==> src/rtl/node_interface.sv <==
// node_interface: node-side end of the mesh valid/enable links, with a TX FIFO (core -> router port 0)
// and an RX FIFO (router port 0 -> core). Optional transfer counters under `NODE_INTERFACE_STATS_EN.

`ifndef X_NODES
`define X_NODES 4
`endif
`ifndef Y_NODES
`define Y_NODES 4
`endif

package node_interface_pkg;
  localparam int unsigned PACKET_W = 32;
  typedef logic [PACKET_W-1:0] packet_t;
endpackage

// Circular-buffer FIFO with valid/enable on both sides; all outputs derive from registered state.
module node_interface_fifo
  import node_interface_pkg::*;
#(
  parameter int unsigned DEPTH = 4
) (
  input  logic    clk,
  input  logic    reset_n,
  input  packet_t push_data,
  input  logic    push_val,
  output logic    push_en,
  output packet_t pop_data,
  output logic    pop_val,
  input  logic    pop_en
);

  localparam int unsigned PTR_W = $clog2(DEPTH);
  localparam int unsigned CNT_W = PTR_W + 1;

  if (DEPTH < 2 || (DEPTH & (DEPTH - 1)) != 0) begin : g_bad_depth
    $error("node_interface_fifo: DEPTH must be a power of two and at least 2");
  end

  logic [PTR_W-1:0] rd_ptr;
  logic [PTR_W-1:0] wr_ptr;
  logic [CNT_W-1:0] count;
  packet_t          mem [DEPTH];
  logic             push;
  logic             pop;

  assign push_en  = (count != CNT_W'(DEPTH));
  assign pop_val  = (count != '0);
  assign pop_data = pop_val ? mem[rd_ptr] : '0;
  assign push     = push_val && push_en;
  assign pop      = pop_val && pop_en;

  always_ff @(posedge clk or negedge reset_n) begin
    if (!reset_n) begin
      rd_ptr <= '0;
      wr_ptr <= '0;
      count  <= '0;
    end else begin
      if (push) wr_ptr <= wr_ptr + PTR_W'(1);
      if (pop)  rd_ptr <= rd_ptr + PTR_W'(1);
      case ({push, pop})
        2'b10:   count <= count + CNT_W'(1);
        2'b01:   count <= count - CNT_W'(1);
        default: count <= count;
      endcase
    end
  end

  // Storage needs no reset: stale entries are unreachable once the pointers and count clear.
  always_ff @(posedge clk) begin
    if (push) mem[wr_ptr] <= push_data;
  end

endmodule

module node_interface
  import node_interface_pkg::*;
#(
  parameter int unsigned X_NODES  = `X_NODES,
  parameter int unsigned Y_NODES  = `Y_NODES,
  parameter int unsigned NODE_ID  = 0,
  parameter int unsigned TX_DEPTH = 4,
  parameter int unsigned RX_DEPTH = 4
) (
  input  logic        clk,
  input  logic        reset_n,
  input  packet_t     i_core_data,
  input  logic        i_core_data_val,
  output logic        o_core_en,
  output packet_t     o_net_data,
  output logic        o_net_data_val,
  input  logic        i_net_en,
  input  packet_t     i_net_data,
  input  logic        i_net_data_val,
  output logic        o_net_en,
  output packet_t     o_core_data,
  output logic        o_core_data_val,
  input  logic        i_core_en,
  output logic [31:0] o_tx_count,
  output logic [31:0] o_rx_count
);

  if (NODE_ID >= X_NODES * Y_NODES) begin : g_bad_node_id
    $error("node_interface: NODE_ID outside 0..X_NODES*Y_NODES-1");
  end

  node_interface_fifo #(.DEPTH(TX_DEPTH)) u_tx_fifo (
    .clk       (clk),
    .reset_n   (reset_n),
    .push_data (i_core_data),
    .push_val  (i_core_data_val),
    .push_en   (o_core_en),
    .pop_data  (o_net_data),
    .pop_val   (o_net_data_val),
    .pop_en    (i_net_en)
  );

  node_interface_fifo #(.DEPTH(RX_DEPTH)) u_rx_fifo (
    .clk       (clk),
    .reset_n   (reset_n),
    .push_data (i_net_data),
    .push_val  (i_net_data_val),
    .push_en   (o_net_en),
    .pop_data  (o_core_data),
    .pop_val   (o_core_data_val),
    .pop_en    (i_core_en)
  );

`ifdef NODE_INTERFACE_STATS_EN
  logic [31:0] tx_count;
  logic [31:0] rx_count;

  always_ff @(posedge clk or negedge reset_n) begin
    if (!reset_n) begin
      tx_count <= '0;
      rx_count <= '0;
    end else begin
      if (o_net_data_val && i_net_en)   tx_count <= tx_count + 32'd1;
      if (o_core_data_val && i_core_en) rx_count <= rx_count + 32'd1;
    end
  end

  assign o_tx_count = tx_count;
  assign o_rx_count = rx_count;
`else
  assign o_tx_count = '0;
  assign o_rx_count = '0;
`endif

endmodule

==> config.mk <==
export PLATFORM = sky130hd
export DESIGN_NAME = node_interface
export DESIGN_NICKNAME = d
export VERILOG_FILES = /design/src/rtl/node_interface.sv
export SDC_FILE = /design/constraint.sdc
export NUM_CORES = 1
export LEC_CHECK = 0
export CAP_MARGIN = 20
export CORE_MARGIN = 4
export CORE_UTILIZATION = 30
export DETAILED_ROUTE_END_ITERATION = 10
export SLEW_MARGIN = 10
export SYNTH_ARGS = -nofsm -noshare
export SYNTH_HDL_FRONTEND = slang
export SYNTH_SLANG_ARGS = --single-unit
==> constraint.sdc <==
create_clock -name clk -period 2.4 [get_ports clk]
set_clock_uncertainty 0.15 [all_clocks]
set_input_delay 0.24 -clock clk [delete_from_list [all_inputs] [get_ports clk]]
set_output_delay 0.24 -clock clk [all_outputs]
set_load 0.01 [all_outputs]
[Word level (Yosys, flattened, before mapping)]
Memory sizes are Yosys's and may differ from the RTL's.
Cells that the tools add are included.
Operators by class
  add/sub/neg operators: 8
  mux-type cells: 8
  eq/ne operators: 6
  reductions and logical operators: 8
Operators by type and width (count)
  $mux W32: 2
  $pmux W3 S2: 2
  $add A2 B1 Y2 const B: 4
  $add A3 B1 Y3 const B: 2
  $ne A3 B3 Y1 const B: 2
  $reduce_bool A3 Y1: 2
  $sub A3 B1 Y3 const B: 2
  $eq A2 B1 Y1 const B: 2
  $eq A2 B2 Y1 const B: 2
  $logic_and A1 B1 Y1: 4
  $mux W1: 4
  $reduce_bool A2 Y1: 2
Storage, ports and cells
  bits in registers: 14
  bits of input ports: 70
  output and inout bits: 132
  logic and storage cells: 38
  RAM bits: 256
  memories: 2
Memory list
  u_rx_fifo.mem: depth 4, bits a word 32, rd ports 1, clocked after Yosys merged registers in 0, write ports 1, line 42  | packet_t mem [DEPTH];
  u_tx_fifo.mem: depth 4, bits a word 32, rd ports 1, clocked after Yosys merged registers in 0, write ports 1, line 42

[Logic depth before layout (Yosys ltp)]
Gate-level depths: netlist of run 1.
  depth in word-level cells: 4
  mapped depth: 9

[Cells and area by module]
A second synthesis of run 1 with hierarchy kept.
Unflattened totals
  cell total of the unflattened synthesis: 547
  area total of the unflattened synthesis: 11081.9 um2
By module, submodules not included
  node_interface_fifo: area each 5298.8 um2, cells an instance 241, instances 2, sequential area each 4018.9 um2
  node_interface: area each 484.2 um2, cells an instance 65, instances 1, sequential area each 0.0 um2

[Worst setup path before layout of run 1]
Ideal clock, no wire load.
  path type: register -> register
  start point: register u_rx_fifo.count[0]
  end point: register u_rx_fifo.count[2]
  stages on the path, launching flop included: 10
  arrival: 2.005 ns
  period minus slack after synthesis: 2.234 ns
  required time: 2.171 ns
  slack: 0.166 ns
  path through: dfrtp_1 -> or3b_4 -> and2_4 -> inv_1 -> ha_1 -> inv_1 -> fa_1 -> xor2_1 -> nor2_1 -> xor2_1
On the way
  cells in the longest elaborated chain, start to end: 4
Ends and longest elaborated chain
  start: declaration: line 41  | logic [CNT_W-1:0] count;
  start signal: assignment: line 61  | 2'b10: count <= count + CNT_W'(1);
  start signal: assignment: line 62  | 2'b01: count <= count - CNT_W'(1);
  start signal: assignment: line 63  | default: count <= count;
  $ne A3 B3 Y1 (*): line 46  | assign push_en = (count != CNT_W'(DEPTH));
  via o_net_en: line 94  | output logic o_net_en,
  $logic_and A1 B1 Y1 (*): line 49  | assign push = push_val && push_en;
  $eq A2 B1 Y1 / $eq A2 B2 Y1 (equally long branches): line 60  | case ({push, pop})
  $pmux W3 S2 / $reduce_bool A2 Y1 (equally long branches)
Mark *: on every way through the listed nets, which the timed path passes. The rest lies on a longest branch.
A chain may end at the register's enable or synchronous reset.

[Final worst setup path of run 1]
  start point: register u_rx_fifo.rd_ptr[0]
  end point: output port o_core_data[11]
On the way
  cells in the longest elaborated chain, start to end: 2
Ends and longest elaborated chain
  start: declaration: line 39  | logic [PTR_W-1:0] rd_ptr;
  start signal: assignment: line 59  | if (pop) rd_ptr <= rd_ptr + PTR_W'(1);
  $mem_v2 Z4 W32
  $mux W32: line 48  | assign pop_data = pop_val ? mem[rd_ptr] : '0;
  end: declaration: line 95  | output packet_t o_core_data,
No other way between the ends.

==> results of run 1 <==
## flip-flops by register name, indices dropped and copies added (netlist names)
register and count:
u_rx_fifo.mem 128, u_tx_fifo.mem 128, u_rx_fifo.count 3, u_tx_fifo.count 3, u_rx_fifo.rd_ptr 2, u_rx_fifo.wr_ptr 2, u_tx_fifo.rd_ptr 2, u_tx_fifo.wr_ptr 2
## how the worst min path moves through the flow
stage / start / to / slack [ps] / cells past startpoint
after global placement: u_tx_fifo.count[2] / u_tx_fifo.count[2] / 330 / 1
after floorplan: reset_n / u_rx_fifo.count[0] / -210 / 0
after detailed placement: u_rx_fifo.count[2] / u_rx_fifo.count[2] / 330 / 1
final: i_net_data[17] / u_rx_fifo.mem[0][17] / 190 / 1
after global routing: i_core_data[15] / u_tx_fifo.mem[0][15] / 160 / 1
after CTS: i_core_data[15] / u_tx_fifo.mem[0][15] / 150 / 1
## cell usage in the layout (no fill, tap or decap), types with 17 or more instances in the layout
cell type and n:
edfxtp_1 256, clkdlybuf4s50_1 71, mux4_2 64, conb_1 64, and2_4 56, buf_6 55
clkbuf_16 29, buf_4 20, buf_12 17
## cell type report
cell class	count	area [sq um]	area share
clock inverter	15	156	0.0109
sequential	270	8040	0.560
multi-input combinational	241	2700	0.188
clock buffer	38	810	0.0564
tap	468	586	0.0408
timing repair buffer	183	2020	0.141
antenna	2	5.00	0.000348
inverter	12	45.0	0.00314
## logic make-up after synthesis
kind of cell / count (synthesis) / synth area share
DFF: 270 / 0.726
AOI/OAI and AO/OA: 1 / 0.000452
other: 1 / 0.000339
and+or+nand+nor: 85 / 0.0490
buffers and inverters: 100 / 0.0656
muxes: 67 / 0.134
adders and majority gates: 12 / 0.0149
xor gates and xnor gates: 12 / 0.00950
## stage by stage
stage	setup slack [ps]	hold WS (ps)	total power, mW	utilization	cells
finish	-69.4	187	19.1	0.393	1229
global route	-157	159	20.1	0.393	1227
CTS	-107	145	19.0	0.389	1221
detailed placement	92.5	332	13.6	0.354	1153
global placement	114	329	13.5	0.354	1153
floorplan	166	-206	10.5	-	611
## report_power, final
part,internal [mW],switching [mW]
logic,4.70,3.43
clock network,2.69,1.75
registers,6.26,0.273
total,13.6,5.46
## per-layer routing
| layer | GRT usage | routed length, um | vias up |
|---|---|---|---|
| li1 | - | - | 2376 |
| met1 | 0.145 | 9280 | 2713 |
| met4 | 0.0252 | 398 | 0 |
| met3 | 0.0299 | 1920 | 32 |
| met5 | 0 | 0 | - |
| met2 | 0.187 | 11200 | 207 |
## worst max-delay path, stage by stage (launching register included)
cell,delay [ps]
dfrtp_2,390
buf_12,120
buf_12,120
buf_12,120
mux4_2,500
and2_1,150
buf_2,130
## repair_timing
action                                  CTS  global route
hold buffers                              1             0
pin swaps                                36             6
hold endpoints to repair                 14             0
gates resized for setup                 354            41
gates cloned                              5             0
buffers inserted                          9             8
endpoints found under the setup margin   67            67
==> results.cfg, run 1 <==
[global_route]
grt_pass1_vias = 5557
grt_max_degree = 35
antenna_found_initial = 0
overflow = 0
grt_use_total = 0.111
grt_pass1_wl_um = 33800

[sta]
setup_viol = 14
tns_ps = -683
fmax_mhz = 405
layout_min_cycle_time_ps = 2470
hold_violations = 0
drv_slew = 0
post-route-period-util = 1.03
rsz0062_at_grt = true
layout_setup_ws_ps = -69.4

[placement]
placed_area_sq_um = 12900
io_buffers = 137
hpwl_um = 14200
gp_congestion = 0.710

[setup_path]
crit_start = u_rx_fifo.rd_ptr[0]
worstReg2RegStart = u_rx_fifo.count[0]
critPathArrivalTime_ps = 2080
rr_endpoint = u_rx_fifo.count[2]
critPathMaxFanout = 5
reg2reg_depth = 9
reg2reg_slack_ps = 100
worstPathRequired_ps = 2010
critPathKind = reg2out
worst_setup_path_end_kind = output pin
cp-endpoint = o_core_data[11]
start_kind = register

[clock_network]
clk_transition_reported_paths_ps = 60
numCtsBuffers = 29
clockRootBuffer = clkbuf_16
clock_latency_ps = 540
cts_tree = built
cts_buffer_depth = 3
clock_sinks = 270
htreeDepth = 1

[detailed_routing]
viasPerCell = 4.34
wirelength_um = 22800
via_count = 5328
dr.first_iter.drc_count = 259
wire_per_inst_um = 18.6
ant_nets = 0
drc = 0
drtPass1Iterations = 4

[power_and_ir_drop]
powerDensity_nw_per_um2 = 1330
max-vdd-ir-drop_v = 0.000680
power.leakage_nw = 5.14

[synthesis]
ys_async_sr_fraction = 0.0519
synth_cell_types = 27
synthTopCellsByCount = 256 x edfxtp_1, 66 x and2_1, 64 x buf_4, 64 x mux4_2, 14 x dfrtp_1
ys.flop_type = edfxtp_1
synth_edf_count = 256
yosysMostFrequentCell = edfxtp_1
synth.top_cell.area_share = 0.695
synth.area.top_cells = edfxtp_1 69%, mux4_2 13%, buf_4 4.3%
yosysTopAreaCell = edfxtp_1
yosys_warnings = 0
syn_area_sq_um = 11100
yosysSeqAreaShare = 0.726
synth-seq-cells = 270
avgSynthCellArea_sq_um = 20.2
postSynthCellCount = 548

[final_layout]
area_growth_pct = 29.8
nFillCells = 3318
finalInstanceArea_sq_um = 14400
fin_nets = 819
drive_gt1_frac = 0.390

[floorplan]
fp.dieH_um = 200
coreArea_sq_um = 36500
chipWidth_um = 200
rows = 70
dieArea_sq_um = 40000
initial_core_util = 0.303
io_pins = 202

[worst_hold_path]
min_path_type = in2reg

[status]
status = finished, violations left
violations = setup timing

[job]
cap_violations = 0
No activity file was read; power rests on OpenSTA's default activity.
==> run 2, diff against run 1 <==
--- a/config.mk
+++ b/config.mk
@@ -9,6 +9,7 @@
 export CORE_MARGIN = 4
 export CORE_UTILIZATION = 30
 export DETAILED_ROUTE_END_ITERATION = 10
+export HOLD_SLACK_MARGIN = 0.06
 export SLEW_MARGIN = 10
 export SYNTH_ARGS = -nofsm -noshare
 export SYNTH_HDL_FRONTEND = slang
==> results of run 2 <==
No change in the layout: final DEF, timing and power equal those of run 1.
